[src/rtl/q_6_25_ring_sched.sv]
// Round-robin scheduler granting one of two clients the six-phase T0..T5 ring for N passes.
// Latency: grant and T0 appear one edge after req in IDLE; done pulses the cycle after the last T5.
// Backpressure: hold freezes ring and pass counter in RUN; req is ignored while a sequence runs.
module q_6_25_ring_sched #(
    parameter int PW = 4
) (
    input  logic          clk,
    input  logic          rst,
    input  logic [1:0]    req,
    input  logic [PW-1:0] npass0,
    input  logic [PW-1:0] npass1,
    input  logic          hold,
    output logic [5:0]    t,
    output logic [1:0]    gnt,
    output logic          busy,
    output logic          done
);

    localparam logic [0:0] IDLE = 1'b0;
    localparam logic [0:0] RUN  = 1'b1;

    logic [0:0]    state;
    logic          last;
    logic          win;
    logic [PW-1:0] sel_np;
    // Holds remaining passes minus one, so npass=0 naturally wraps to 2^PW passes.
    logic [PW-1:0] cnt;

    always_comb begin
        win = 1'b0;
        case (req)
            2'b10:   win = 1'b1;
            2'b11:   win = ~last;
            default: win = 1'b0;
        endcase
        sel_np = win ? npass1 : npass0;
    end

    always_ff @(posedge clk or posedge rst) begin
        if (rst) begin
            state <= IDLE;
            t     <= 6'b000000;
            gnt   <= 2'b00;
            busy  <= 1'b0;
            done  <= 1'b0;
            last  <= 1'b1;
            cnt   <= '0;
        end else begin
            done <= 1'b0;
            case (state)
                IDLE: begin
                    if (req != 2'b00) begin
                        state <= RUN;
                        t     <= 6'b000001;
                        gnt   <= win ? 2'b10 : 2'b01;
                        busy  <= 1'b1;
                        cnt   <= sel_np - {{(PW-1){1'b0}}, 1'b1};
                        last  <= win;
                    end
                end
                RUN: begin
                    if (!hold) begin
                        if (t[5]) begin
                            if (cnt == '0) begin
                                state <= IDLE;
                                t     <= 6'b000000;
                                gnt   <= 2'b00;
                                busy  <= 1'b0;
                                done  <= 1'b1;
                            end else begin
                                cnt <= cnt - {{(PW-1){1'b0}}, 1'b1};
                                t   <= 6'b000001;
                            end
                        end else begin
                            t <= {t[4:0], t[5]};
                        end
                    end
                end
                default: state <= IDLE;
            endcase
        end
    end

endmodule

[config.mk]
export PLATFORM = sky130hd
export DESIGN_NAME = q_6_25_ring_sched
export DESIGN_NICKNAME = d
export VERILOG_FILES = /design/src/rtl/q_6_25_ring_sched.sv
export SDC_FILE = /design/constraint.sdc
export NUM_CORES = 1
export LEC_CHECK = 0
export BUFFER_PORTS_ARGS = -buffer_cell sky130_fd_sc_hd__buf_2
export CORE_UTILIZATION = 50
export CTS_CLUSTER_SIZE = 10
export DETAILED_ROUTE_END_ITERATION = 12
export MAX_ROUTING_LAYER = met4
export PLACE_DENSITY = 0.87
export SLEW_MARGIN = 10
export SYNTH_ARGS = -nofsm -noshare
export SYNTH_HDL_FRONTEND = slang
export SYNTH_SLANG_ARGS = --single-unit
[constraint.sdc]
create_clock -name clk -period 4.25 [get_ports clk]
set_clock_uncertainty 0.05 [all_clocks]
set_input_delay 0.2125 -clock clk [delete_from_list [all_inputs] [get_ports clk]]
set_output_delay 0.2125 -clock clk [all_outputs]
set_load 0.01 [all_outputs]
==> out/results.ini <==
[pwr]
finalPower_mw=0.524
powerDensity_nw_per_um2=557
ir_drop_mv=0.387
p_leak_nw=0.514

[place]
io_buffers=22
place_area_um2=905
hpwl_mm=1.19
dp_worst_setup_slack_ps=2450
gp_congestion=0.791
placed_cells=121

[routing]
via_per_inst=5.63
route.vias.total=710
route.detailed.drc=0
totalWireLength_mm=1.58
drtIter0Drc=16
routedWlPerCell_um=12.5
first_pass_iters=4
ant_nets=0

[worst_hold_path]
hold_path_class=in2reg
min_from=req[1]

[logic_synthesis]
ys_warn_count=0
synth-seq-area-share_pct=51.2
avgSynthCellArea_um2=9.12
synthCells=86
synth-seq-cells=16
syn_nets=100
yosysUniqueCellTypes=26
synth_area_um2=785

[die]
dieWidth_um=41.6
fp.coreArea_um2=1380
initial_core_util_pct=56.7
rows=13
io_pins=23
die_area_um2=1730
fp.dieH_um=41.6

[cells_and_area]
drive_above_1_share_pct=25.2
utilization_pct=68.1
final_area_um2=941
nets=126
final_cells=126
area_delta_synth_final_pct=19.9
insertedDiodeCount=0

[job]
drv_cap=0

[clocking]
postCtsSetupRepairBufs=0
ctsHoldBuffers=1
h-tree-depth=1
insertion_delay_ps=290
cts_tree=done
cts_buffers=3
clkTransAtPathRegs_ps=100
clk_path_buf_depth=2
clock-sinks=16
cts_resized=0
cts_root_buf=clkbuf_4

[sta]
final_hold_viol_count=0
rsz0062_at_grt=false
drv_slew=0
worst_pin_slew_ps=576
final-setup-viol-count=0
period_share_pct=44.5
final.setup.tns_ps=0
setup_ws_ps=2360
fmax_mhz=529
relSlewSlack_pct=61.5
fin_crit_ps=1890
timing.hold.ws_ps=168

[critical_path]
end_kind=flip-flop
cp.required_ps=4350
crit_fanout=14
arrival_ps=1990
crit_path_start=state
critPathKind=reg2reg
r2r_start=state
crit_path_start_kind=flip-flop

[global_routing]
met3_usage_pct=6.96
grt_pass1_vias=659
antenna_found_initial=0
met1_usage_pct=25.4
grtUsageMet2_pct=35.6
grt_overflow_total=0
top_usage_layer=met2
grt.total_usage_pct=22.0
grt_pass1_wl_mm=2.81
grt_start_max_net_pins=17

[run_status]
outcome=completed

path summary, 6_finish.rpt:
check	endpoint	slack (ps)	cells after the start
setup / recovery	cnt[2]	2360	6
hold / removal	last	170	2
setup reg to reg	cnt[2]	2360	6
hold reg to reg	t[4]	450	2
max in group asynchronous	cnt[2]	3300	3
min in group asynchronous	busy	460	3
synthesized netlist by cell type (all sizes together):
cell type  number  area (um2)
nor3            1        5.00
inv             5        18.8
nand3           5        25.0
a21boi          1        11.3
nor2            4        15.0
o21ai           7        35.0
nand2          23        86.3
o31a            2        17.5
dfrtp          15         375
a21oi           4        20.0
ha              1        12.5
clkbuf          1        3.75
a211oi          1        7.51
nor3b           1        7.51
o22ai           2        12.5
nor4            2        12.5
buf             1        5.00
a22o            1        8.76
nand2b          1        6.26
and4b           1        10.0
xnor2           1        8.76
mux2i           2        20.0
a2bb2oi         2        17.5
a21bo           1        16.3
dfstp           1        26.3
where the power goes:
part / total, mW / internal, mW / switching [mW] / leakage [nW]
sequential: 0.243 / 0.205 / 0.0376 / 0.201
combinational: 0.196 / 0.0902 / 0.106 / 0.298
clock: 0.0849 / 0.0365 / 0.0484 / 0.0150
metal layers:
| layer | part of all wire, % | wire length, um |
|---|---|---|
| met3 | 4.9 | 77 |
| met1 | 44 | 692 |
| met5 | 0 | 0 |
| met4 | 1.3 | 21 |
| met2 | 50 | 785 |
state kept, by name, summed over array words and instances (netlist names):
| name | flops |
|---|---|
| busy | 1 |
| cnt | 4 |
| done | 1 |
| gnt | 2 |
| last | 1 |
| state | 1 |
| t | 6 |
area by class of cell:
type | count | area [um2]
Tap cell | 15 | 18.8
Multi-Input combinational cell | 63 | 355
Fill cell | 108 | 442
Clock buffer | 4 | 26.3
Sequential cell | 16 | 402
Timing Repair Buffer | 23 | 120
Inverter | 5 | 18.8
critical path: stages, from the launching register on:
cell and delay [ps]:
dfrtp_1 530, inv_1 270, a2bb2oi_1 330, inv_1 80, ha_1 220, xnor2_1 200, o21ai_1 80
cells by family after synthesis:
group           synth area share [%]
fa+ha+maj                       1.59
mux                             2.55
buf+inv                         3.51
xor+xnor                        1.12
compound gates                  18.7
simple gates                    21.4
flops                           51.2
cells in the final DEF (no fill, tap or decap), types with 2 or more instances in the layout:
cell type	instances
nand2_1	23
buf_2	22
dfrtp_1	15
inv_1	5
o21ai_1	5
nand3_1	5
nor2_1	4
a21oi_1	4
clkbuf_4	3
nor4_1	2
mux2i_1	2
a2bb2oi_1	2
o31a_1	2
o21ai_0	2
o22ai_1	2
(Power assumes the default switching activity.)
